### src/rtl/iommu_dc_fetch_if.sv
// Burst read port used to fetch device-context entries from memory.
// The master issues one request, then drains the beats returned on the read channel.
interface iommu_dc_fetch_if #(
    parameter int AddrW = 56
);
    logic             mem_req;
    logic             mem_gnt;
    logic [AddrW-1:0] mem_addr;
    logic [7:0]       mem_len;
    logic             mem_rvalid;
    logic [63:0]      mem_rdata;
    logic             mem_rerr;
    logic             mem_rlast;

    modport master (
        output mem_req, mem_addr, mem_len,
        input  mem_gnt, mem_rvalid, mem_rdata, mem_rerr, mem_rlast
    );

    modport slave (
        input  mem_req, mem_addr, mem_len,
        output mem_gnt, mem_rvalid, mem_rdata, mem_rerr, mem_rlast
    );
endinterface

### src/rtl/iommu_dc_fetch.sv
// Device-context fetcher: one burst read of a leaf DDT entry, assembly into the
// extended DC layout, field validation, then a done pulse with an optional fault cause.
module iommu_dc_fetch #(
    parameter bit MSITrans = 1'b1,
    parameter int AddrW    = 56
) (
    input  logic             clk_i,
    input  logic             rst_ni,
    input  logic             init_i,
    input  logic [AddrW-1:0] dc_addr_i,
    output logic             busy_o,
    output logic             done_o,
    output logic             error_o,
    output logic [11:0]      cause_o,
    output logic [511:0]     dc_o,
    iommu_dc_fetch_if.master mem
);

    localparam int               NumDw     = MSITrans ? 8 : 4;
    localparam logic [2:0]       LastIdx   = 3'(NumDw - 1);
    localparam logic [AddrW-1:0] AlignMask = AddrW'(MSITrans ? 63 : 31);

    // Doubleword bit offsets inside the assembled DC (doubleword 0 at lowest address)
    localparam int TcOff  = 0;
    localparam int IohOff = 64;
    localparam int TaOff  = 128;
    localparam int FscOff = 192;
    localparam int MsiOff = 256;
    localparam int MskOff = 320;
    localparam int PatOff = 384;
    localparam int RsvOff = 448;

    localparam logic [11:0] CauseLoadFault = 12'd257;
    localparam logic [11:0] CauseNotValid  = 12'd258;
    localparam logic [11:0] CauseMisconfig = 12'd259;

    typedef enum logic [1:0] {IDLE, REQ, RECV, CHECK} state_e;

    state_e           state_reg;
    logic [2:0]       cnt_reg;
    logic             err_reg;
    logic             busy_reg;
    logic             done_reg;
    logic             error_reg;
    logic [11:0]      cause_reg;
    logic [511:0]     dc_reg;
    logic             req_reg;
    logic [AddrW-1:0] addr_reg;
    logic [7:0]       len_reg;
    logic             misconf;

    always_comb begin
        misconf = 1'b0;
        if (dc_reg[TcOff+63:TcOff+12] != '0 || dc_reg[TaOff+11:TaOff] != '0 ||
            dc_reg[TaOff+63:TaOff+32] != '0 || dc_reg[FscOff+59:FscOff+44] != '0)
            misconf = 1'b1;
        if (!(dc_reg[IohOff+63:IohOff+60] inside {4'd0, 4'd8}))
            misconf = 1'b1;
        // pdtv selects whether fsc holds a PDT pointer or a first-stage page table
        if (!dc_reg[TcOff+5] && !(dc_reg[FscOff+63:FscOff+60] inside {4'd0, 4'd8}))
            misconf = 1'b1;
        if (dc_reg[TcOff+5] && dc_reg[FscOff+63:FscOff+60] > 4'd3)
            misconf = 1'b1;
        if (MSITrans) begin
            if (dc_reg[MsiOff+59:MsiOff+44] != '0 || dc_reg[MsiOff+63:MsiOff+60] > 4'd1 ||
                dc_reg[MskOff+63:MskOff+52] != '0 || dc_reg[PatOff+63:PatOff+52] != '0 ||
                dc_reg[RsvOff+63:RsvOff] != '0)
                misconf = 1'b1;
        end
    end

    always_ff @(posedge clk_i or negedge rst_ni) begin
        if (!rst_ni) begin
            state_reg <= IDLE;
            cnt_reg   <= '0;
            err_reg   <= 1'b0;
            busy_reg  <= 1'b0;
            done_reg  <= 1'b0;
            error_reg <= 1'b0;
            cause_reg <= '0;
            dc_reg    <= '0;
            req_reg   <= 1'b0;
            addr_reg  <= '0;
            len_reg   <= '0;
        end else begin
            done_reg <= 1'b0;
            case (state_reg)
                IDLE: begin
                    if (init_i) begin
                        addr_reg  <= dc_addr_i & ~AlignMask;
                        len_reg   <= 8'(NumDw - 1);
                        dc_reg    <= '0;
                        err_reg   <= 1'b0;
                        cnt_reg   <= '0;
                        error_reg <= 1'b0;
                        cause_reg <= '0;
                        req_reg   <= 1'b1;
                        busy_reg  <= 1'b1;
                        state_reg <= REQ;
                    end
                end
                REQ: begin
                    if (mem.mem_gnt) begin
                        req_reg   <= 1'b0;
                        state_reg <= RECV;
                    end
                end
                RECV: begin
                    if (mem.mem_rvalid) begin
                        dc_reg[{cnt_reg, 6'd0} +: 64] <= mem.mem_rdata;
                        cnt_reg <= cnt_reg + 3'd1;
                        if (mem.mem_rerr)
                            err_reg <= 1'b1;
                        // A short burst leaves the remaining doublewords at zero
                        if (mem.mem_rlast || cnt_reg == LastIdx)
                            state_reg <= CHECK;
                    end
                end
                CHECK: begin
                    done_reg  <= 1'b1;
                    busy_reg  <= 1'b0;
                    state_reg <= IDLE;
                    if (err_reg) begin
                        error_reg <= 1'b1;
                        cause_reg <= CauseLoadFault;
                    end else if (!dc_reg[TcOff]) begin
                        error_reg <= 1'b1;
                        cause_reg <= CauseNotValid;
                    end else if (misconf) begin
                        error_reg <= 1'b1;
                        cause_reg <= CauseMisconfig;
                    end else begin
                        error_reg <= 1'b0;
                        cause_reg <= '0;
                    end
                end
                default: state_reg <= IDLE;
            endcase
        end
    end

    assign busy_o       = busy_reg;
    assign done_o       = done_reg;
    assign error_o      = error_reg;
    assign cause_o      = cause_reg;
    assign dc_o         = dc_reg;
    assign mem.mem_req  = req_reg;
    assign mem.mem_addr = addr_reg;
    assign mem.mem_len  = len_reg;

endmodule

### src/flat_wrapper.sv
// flat-port wrapper written by rule: the top's interface ports become plain ports
module iommu_dc_fetch_flat 
#(
    parameter bit MSITrans = 1'b1,
    parameter int AddrW    = 56
)
  (clk_i, rst_ni, init_i, dc_addr_i, busy_o, done_o, error_o, cause_o, dc_o, mem_mem_req, mem_mem_addr, mem_mem_len, mem_mem_gnt, mem_mem_rvalid, mem_mem_rdata, mem_mem_rerr, mem_mem_rlast);
  iommu_dc_fetch_if #(.AddrW(AddrW)) mem_i ();
  input  logic clk_i;
  input  logic rst_ni;
  input  logic init_i;
  input  logic [AddrW-1:0] dc_addr_i;
  output logic busy_o;
  output logic done_o;
  output logic error_o;
  output logic [11:0] cause_o;
  output logic [511:0] dc_o;
  output wire logic [$bits(mem_i.mem_req)-1:0] mem_mem_req;
  output wire logic [$bits(mem_i.mem_addr)-1:0] mem_mem_addr;
  output wire logic [$bits(mem_i.mem_len)-1:0] mem_mem_len;
  input wire logic [$bits(mem_i.mem_gnt)-1:0] mem_mem_gnt;
  input wire logic [$bits(mem_i.mem_rvalid)-1:0] mem_mem_rvalid;
  input wire logic [$bits(mem_i.mem_rdata)-1:0] mem_mem_rdata;
  input wire logic [$bits(mem_i.mem_rerr)-1:0] mem_mem_rerr;
  input wire logic [$bits(mem_i.mem_rlast)-1:0] mem_mem_rlast;
  assign mem_mem_req = mem_i.mem_req;
  assign mem_mem_addr = mem_i.mem_addr;
  assign mem_mem_len = mem_i.mem_len;
  assign mem_i.mem_gnt = mem_mem_gnt;
  assign mem_i.mem_rvalid = mem_mem_rvalid;
  assign mem_i.mem_rdata = mem_mem_rdata;
  assign mem_i.mem_rerr = mem_mem_rerr;
  assign mem_i.mem_rlast = mem_mem_rlast;
  iommu_dc_fetch #(.MSITrans(MSITrans), .AddrW(AddrW)) u_core (.clk_i(clk_i), .rst_ni(rst_ni), .init_i(init_i), .dc_addr_i(dc_addr_i), .busy_o(busy_o), .done_o(done_o), .error_o(error_o), .cause_o(cause_o), .dc_o(dc_o), .mem(mem_i));
endmodule
### config.mk
export PLATFORM = sky130hd
export DESIGN_NAME = iommu_dc_fetch_flat
export DESIGN_NICKNAME = d
export VERILOG_FILES = /design/src/rtl/iommu_dc_fetch_if.sv /design/src/rtl/iommu_dc_fetch.sv /design/src/flat_wrapper.sv
export SDC_FILE = /design/constraint.sdc
export NUM_CORES = 1
export LEC_CHECK = 0
export ABC_CLOCK_PERIOD_IN_PS = 3100
export BUFFER_PORTS_ARGS = -buffer_cell sky130_fd_sc_hd__buf_2
export CAP_MARGIN = 20
export CORE_MARGIN = 1
export CORE_UTILIZATION = 26
export DETAILED_ROUTE_END_ITERATION = 6
export GPL_ROUTABILITY_DRIVEN = 0
export PLACE_DENSITY = 0.43
export SYNTH_ARGS = -nofsm -noshare
export SYNTH_HDL_FRONTEND = slang
export SYNTH_SLANG_ARGS = --single-unit
### constraint.sdc
create_clock -name clk_i -period 3.1 [get_ports clk_i]
set_input_delay 0.155 -clock clk_i [delete_from_list [all_inputs] [get_ports clk_i]]
set_output_delay 0.155 -clock clk_i [all_outputs]
set_load 0.03 [all_outputs]
Yosys cells after proc, flatten, opt, wreduce, memory -nomap -nowiden --
Cells that the tools add are included.
Storage, ports and cells: input port bits 127, output and inout bits 592, logic and storage cells 97, flip-flop bits (word level) 585
Cells by class: multiplexer cells 35, $lt $le $gt $ge 2, equality and inequality tests 11, shift operators 2, reductions and logical operators 34, $add $sub $neg 2
Operator list (count):
- 2-to-1 mux 512 bit | 2
- one-hot mux 512 bit (2 select lines) | 1
- bitwise mux 512 bit | 1
- variable shift 64 x 11 -> 512 bit, first input constant | 1
- indexed part select 64 x 11 -> 512 bit | 1
- nonzero test 64 bit | 1
- nonzero test 52 bit | 1
- 2-to-1 mux 12 bit | 3
- nonzero test 12 bit | 3
- nonzero test 16 bit | 2
- nonzero test 32 bit | 1
- one-hot mux 12 bit (2 select lines) | 1
- 2-to-1 mux 1 bit | 14
- negator 9 -> 11 bit | 1
- nonzero test 2 bit | 5
- 2-to-1 mux 9 bit | 1
- == test 4 bit, second input constant | 2
- zero test 4 bit | 2
- logical OR 1 bit | 8
- 2-to-1 mux 2 bit | 4
- != test 2 bit, second input constant | 4
- one-hot mux 1 bit (2 select lines) | 4
- one-hot mux 2 bit (4 select lines) | 1
- AND reduction 4 bit | 2
- other kinds (14) | 20

Logic depth before layout (Yosys ltp) --
Gate-level depths: netlist (run 1).
depth in word-level cells 13, depth in mapped cells 12, gate-level depth less buffers 8

Least setup slack after synthesis (run 1) --
OpenSTA, ideal clock, no wires.
path type register to register, from register u_core.cnt_reg[0], to register u_core.dc_reg[489], in the netlist u_core.dc_o[489], arrival 2.388 ns, path slack 0.591 ns, stages on the path, launching flop included 11, clock period less this slack 2.509 ns, library setup time 0.121 ns, required time 2.979 ns, buffers on the path 3, cell sequence dfrtp_1 buf_4 inv_1 ha_1 ha_1 or3_4 nor2_4 a21oi_2 buf_2 buf_2 a22o_1
On the way: word-level cells in the longest chain between the ends 5, elaborated cells on any way between the ends 6, classes of those cells add/sub: 1; shift: 2; mux: 3
RTL lines:
- start: declaration | line iommu_dc_fetch.sv:40 | logic [2:0] cnt_reg;
- start signal: assignment | line iommu_dc_fetch.sv:111 | cnt_reg <= cnt_reg + 3'd1;
- negator 9 -> 11 bit * | line iommu_dc_fetch.sv:110 | dc_reg[{cnt_reg, 6'd0} +: 64] <= mem.mem_rdata;
- indexed part select 64 x 11 -> 512 bit or variable shift 64 x 11 -> 512 bit (tied branches) | line iommu_dc_fetch.sv:110
- bitwise mux 512 bit * | line iommu_dc_fetch.sv:110
- 2-to-1 mux 512 bit * | line iommu_dc_fetch.sv:109 | if (mem.mem_rvalid) begin
- one-hot mux 512 bit (2 select lines) * | line iommu_dc_fetch.sv:87 | case (state_reg)
- end signal: indexed assignment | line iommu_dc_fetch.sv:110
- end: declaration | line iommu_dc_fetch.sv:46 | logic [511:0] dc_reg;
Every way passes the cells marked *; elsewhere a longest branch is shown, timed or not. The select of a mux whose other input is x is not followed. A chain may end at the register's enable or synchronous reset.

Worst setup path after layout (run 1) --
from register u_core.dc_reg[378], in the netlist u_core.dc_o[378], to register u_core.cause_reg[8], in the netlist u_core.cause_o[8]
On the way: word-level cells in the longest chain between the ends 9
RTL lines:
- nonzero test 12 bit | line iommu_dc_fetch.sv:66 | dc_reg[MskOff+63:MskOff+52] != '0 || dc_reg[PatOff+63:PatOff+52] != '0 ||
- logical OR 1 bit | line iommu_dc_fetch.sv:65 | if (dc_reg[MsiOff+59:MsiOff+44] != '0 || dc_reg[MsiOff+63:MsiOff+60] > 4'd1 ||
- logical OR 1 bit (2 in a row) | line iommu_dc_fetch.sv:66
- 2-to-1 mux 1 bit | line iommu_dc_fetch.sv:65
- 2-to-1 mux 9 bit | line iommu_dc_fetch.sv:129 | end else if (misconf) begin
- 2-to-1 mux 12 bit | line iommu_dc_fetch.sv:126 | end else if (!dc_reg[TcOff]) begin
- 2-to-1 mux 12 bit | line iommu_dc_fetch.sv:123 | if (err_reg) begin
- one-hot mux 12 bit (2 select lines) | line iommu_dc_fetch.sv:87
- end signal: assignment | line iommu_dc_fetch.sv:125 | cause_reg <= CauseLoadFault;
- end signal: assignment | line iommu_dc_fetch.sv:128 | cause_reg <= CauseNotValid;
- end signal: assignment | line iommu_dc_fetch.sv:131 | cause_reg <= CauseMisconfig;
- end: declaration | line iommu_dc_fetch.sv:45 | logic [11:0] cause_reg;
Every way passes these cells.

==> out/results.ini, run 1 <==
[synthesis]
ys_seq_area_frac = 0.6402
syn-cell-area_mm2 = 0.02247
ys_async_sr_fraction = 1.000
synth_top_area_cell = dfrtp_1
synth_edf_count = 0
synth_top_area_frac = 0.6402
synth_top_flop_cell = dfrtp_1
synth.avg_cell_area_um2 = 12.08
yosysMostFrequentCell = dfrtp_1
yosysWarnings = 0
synth_seq_cells = 575
ys_top_cells_by_count = dfrtp_1, a22o_1, nand2_1
synthTopCellsByArea = dfrtp_1, a22o_1, nand2_1
synthDistinctLibCells = 44
syn_inst = 1861

[placement]
port_buffers = 692
hpwl_um = 69310

[critical_path]
end_kind = register
r2r_setup_slack_ns = 0.16
cpMostUsedCell = buf_4
path_buf_inv = 3
r2r-start = u_core.dc_o[378]
cp_max_fo = 5
cp.depth = 9
required_ns = 3.56
path_cells = nor4_1, buf_4, nand4_1, nor4_1, buf_4, nand4_1, buf_4, o311ai_0, o211ai_1
critPathSlowestCell = nor4_1
r2r-end = u_core.cause_o[8]
crit_family = simple AND/OR/NAND/NOR gates
reg2reg_depth = 9
worstPathArrival_ns = 3.40
worstSetupPathType = reg -> reg
start_kind = register
cp_slowest_stage_delay_ns = 0.69

[finish]
nNetsFinal = 2751
largest_register_ffs = 512
drive_gt1_frac = 0.3553
area_delta_synth_final_pct = 36.67
final_util = 0.3596
nFillCells = 8575

[timing]
finalHoldViolCount = 0
fin_crit_ns = 2.936
slew_violations = 0
setup_violations = 0
maxSlewHeadroom = 0.3232
post-route-period-util = 0.9470
fin_setup_tns_ns = 0
rsz0062_at_grt = no
tightest_slew_ns = 1.015
finClkSkew_ns = 0.02578
clock.fmax_mhz = 340.6

[global_route]
grt_usage = 0.2203
antenna_found_initial = 2
grt_pass1_vias = 18670
overflow = 0
grt_pass1_wl_um = 139300
grt_max_degree = 77

[power]
powerDensity_mw_per_mm2 = 804.1
p_leak_nw = 15.77
ir_worst_vdd_uv = 710.4

[route]
dr_total_vias = 18434
dr.pass1.iters = 5
ant_nets = 0
drt-initial-drc-count = 1077
drt-total-wl_um = 98690
wl_per_cell_um = 25.90
drc_errors = 0
viasPerCell = 4.838

[cts]
clock_sinks = 575
h-tree-depth = 3
cts.clk_slew.worst_paths_ns = 0.06
clock_latency_ns = 0.62
cts-root-buf = clkbuf_16
cts_buffers = 68
cts_buffer_depth = 3
cts_tree = done

[die]
fp.dieW_um = 296.0
initial_core_util = 0.2631
die_h_um = 296.0
io_pins = 719
coreArea_mm2 = 0.08541
rows = 107
die-area_mm2 = 0.08762

[hold_path]
min_path_type = in -> reg
hold_path_end = u_core.dc_o[393]
hold_depth = 3
min_from = mem_mem_rdata[9]

[outcome]
run_status = finished, final reports clean

[job]
max-cap-violations = 0

-- metrics by stage --
step / worst slack [ns] / hold slack [ns] / power (mW) / instance area, um^2 / instances
CTS: 0.2005 / 0.01227 / 25.12 / 30710 / 3809
detailed placement: 0.2140 / 0.2393 / 16.31 / 27140 / 3570
global placement: 0.2535 / 0.2318 / 16.22 / 27140 / 3570
global route: 0.06616 / 0.03277 / 25.87 / 30710 / 3809
finish: 0.1642 / 0.04094 / 24.70 / 30720 / 3810
floorplan: 0.5910 / -0.1406 / 13.19 / 22550 / 1880
-- layer usage --
metal,track usage,share of wire,vias up,routed length [um]
met5,0,0,-,0
met4,0.06424,0.026,0,2545
met3,0.05509,0.072,136,7065
met2,0.3793,0.50,708,49220
met1,0.2708,0.40,9463,39860
li1,-,-,8127,-
-- how the worst max path moves through the flow --
stage                                  from                 to
after global placement     u_core.dc_o[437]  u_core.cause_o[8]
after global routing      u_core.cnt_reg[1]   u_core.dc_o[420]
after CTS                  u_core.dc_o[455]  u_core.cause_o[8]
final                      u_core.dc_o[378]  u_core.cause_o[8]
after floorplan           u_core.cnt_reg[0]   u_core.dc_o[489]
after detailed placement   u_core.dc_o[443]  u_core.cause_o[8]
-- worst register-to-register path: stages (launching register included) --
cell	delay (ns)
dfrtp_1	0.40
nor4_1	0.69
buf_4	0.22
nand4_1	0.08
nor4_1	0.48
buf_4	0.19
nand4_1	0.07
buf_4	0.21
o311ai_0	0.31
o211ai_1	0.14
-- kinds of logic after synthesis --
group / count (synthesis) / synth area share
AND/OR/NAND/NOR: 448 / 0.08941
multiplexers: 54 / 0.02683
flip-flops: 575 / 0.6402
AO/OA/AOI/OAI: 545 / 0.1823
other: 1 / 0.0001669
buffers and inverters: 227 / 0.05489
adder cells (fa/ha/maj): 11 / 0.006124
-- power by group --
group / leakage (nW) / switching [mW] / internal (mW)
Sequential: 7.90 / 0.600 / 8.26
Combinational: 6.70 / 5.16 / 2.14
Clock: 1.17 / 3.38 / 5.17
Total: 15.8 / 9.14 / 15.6
-- cell type report --
cell class,count,area (um^2),area share
clock buffer,105,2083,0.06782
multi-input combinational,1078,7032,0.2289
tap,1144,1431,0.04660
clock inverter,17,320.3,0.01043
inverter,12,45.04,0.001466
antenna,1,2.502,0.00008147
timing repair buffer,878,5413,0.1762
sequential,575,14390,0.4685
-- what timing repair did --
item / CTS / global route
hold endpoints to repair: 533 / 0
buffers inserted: 0 / 0
gates resized for setup: 0 / 0
hold buffers: 117 / 0
-- placed cells by master (no fill, tap or decap), drive strengths merged, types with 2 or more instances in the layout --
cell and count:
a21oi 8, a22o 350, buf 761, bufinv 6, clkbuf 105, clkinv 7
clkinvlp 2, conb 20, dfrtp 575, dlygate4sd3 117, ha 11, inv 14
mux2 50, mux2i 4, nand2 335, nand2b 4, nand3 5, nand4 17
nor2 15, nor2b 2, nor3 7, nor4 59, o211ai 4, o21ai 175
o41ai 2, or2 2
Power figures use the tool's default switching activity.
==> inputs of run 2 (changes only) <==
- CORE_MARGIN: 1 -> 1.5
==> out/results.ini, run 2 (synthesis results as in run 1) <==
[outcome]
run_status = finished, final reports clean

[die]
die-area_mm2 = 0.08821
coreArea_mm2 = 0.08541
rows = 107
die_h_um = 297.0
initial_core_util = 0.2631
io_pins = 719
fp.dieW_um = 297.0

[global_route]
grt_pass1_vias = 19156
grt_max_degree = 129
overflow = 0
antenna_found_initial = 0
grt_pass1_wl_um = 142600
grt_usage = 0.2201

[cts]
cts-root-buf = clkbuf_16
cts_tree = done
h-tree-depth = 3
cts.clk_slew.worst_paths_ns = 0.06
cts_buffers = 70
clock_sinks = 575
cts_buffer_depth = 3
clock_latency_ns = 0.61
cts_setup_buffers = 0

[timing]
rsz0062_at_grt = no
clock.fmax_mhz = 371.6
setup_violations = 0
post-route-period-util = 0.8681
tightest_slew_ns = 0.9787
slew_violations = 0
maxSlewHeadroom = 0.3475
layout_setup_ws_ns = 0.4090
finClkSkew_ns = 0.02290
fin_setup_tns_ns = 0
finalHoldViolCount = 0
fin_crit_ns = 2.691

[critical_path]
path_cells = inv_1, ha_1, mux2i_1, or2_4, nor2_2, nand3_2, o22a_4, a22o_1
required_ns = 3.62
reg2reg_depth = 8
crit_family = compound AO/OA/AOI/OAI gates
path_buf_inv = 1
r2r_setup_slack_ns = 0.41
worstPathArrival_ns = 3.21
critPathSlowestCell = o22a_4
start_kind = register
worstSetupPathType = reg -> reg
cp_slowest_stage_delay_ns = 0.78
end_kind = register
r2r-end = u_core.dc_o[25]
r2r-start = u_core.state_reg[1]
cp_max_fo = 64

[placement]
preCtsSetupSlack_ns = 0.01070
port_buffers = 692
hpwl_um = 69150

[finish]
largest_register_ffs = 512
area_delta_synth_final_pct = 36.42
nFillCells = 8630
final_common_cell = buf_2
drive_gt1_frac = 0.3560
final_util = 0.3589
nNetsFinal = 2753
mostFrequentLayoutCells = buf_2, dfrtp_1, a22o_1, nand2_1, o21ai_0

[power]
ir_worst_vdd_uv = 538.4
p_leak_nw = 15.76
p_total_mw = 24.60
powerDensity_mw_per_mm2 = 802.3

[route]
drt-total-wl_um = 98990
drt-initial-drc-count = 1426
ant_nets = 0
dr_total_vias = 18489
viasPerCell = 4.845
drc_errors = 0
wl_per_cell_um = 25.94
dr.pass1.iters = 6

[hold_path]
hold_path_end = u_core.dc_o[395]
min_from = mem_mem_rdata[11]
hold_depth = 3
min_path_type = in -> reg

[job]
max-cap-violations = 0

==> run 2: worst min-delay path, stage by stage <==
cell,delay [ns]
buf_2,0.24
nand2_1,0.11
o21ai_1,0.06
==> run 2: per-layer routing <==
metal | global-route usage | wire [um] | share of wire
met5 | 0 | 0 | 0
met4 | 0.06147 | 2382 | 0.024
met3 | 0.04864 | 6305 | 0.064
met2 | 0.3748 | 48800 | 0.49
met1 | 0.2799 | 41500 | 0.42
==> run 2: stage by stage <==
| step | area, um^2 | instances | hold WS, ns |
|---|---|---|---|
| CTS | 30660 | 3815 | 0.004877 |
| detailed placement | 27130 | 3570 | 0.2178 |
| finish | 30660 | 3816 | 0.01061 |
| global route | 30660 | 3815 | 0.01972 |
| global placement | 27130 | 3570 | 0.2162 |
| floorplan | 22550 | 1880 | -0.1406 |
==> run 2: layout make-up <==
type | instances | area, um^2 | share of cell area
flip-flops and latches | 575 | 14390 | 0.4693
multi-input cells | 1078 | 7032 | 0.2294
repair buffers | 878 | 5413 | 0.1765
clock buffers | 106 | 2088 | 0.06811
well taps | 1144 | 1431 | 0.04669
clock inverters | 22 | 259.0 | 0.008448
inverters | 12 | 45.04 | 0.001469
diodes | 1 | 2.502 | 0.00008162
==> run 2: worst max path at each step <==
stage                        start                end  cells after the start
2_1_floorplan    u_core.cnt_reg[0]   u_core.dc_o[489]                     10
3_3_place_gp       u_core.dc_o[27]  u_core.cause_o[8]                      8
3_5_place_dp       u_core.dc_o[27]  u_core.cause_o[8]                      8
4_1_cts            u_core.dc_o[27]  u_core.cause_o[8]                      8
5_1_grt           u_core.dc_o[138]  u_core.cause_o[8]                      9
6_report       u_core.state_reg[1]    u_core.dc_o[25]                      8
==> run 2: what timing repair did <==
action                                 in CTS  in global routing
endpoints found under the hold margin     524                  0
hold buffers                              117                  0
gates resized for setup                     1                  0
setup endpoints to repair                   1                  0
==> run 2: power breakdown <==
| group | internal, mW | switching (mW) | leakage [nW] |
|---|---|---|---|
| clock network | 4.95 | 3.44 | 1.16 |
| logic | 2.24 | 5.13 | 6.71 |
| registers | 8.26 | 0.589 | 7.90 |
| total | 15.4 | 9.15 | 15.8 |
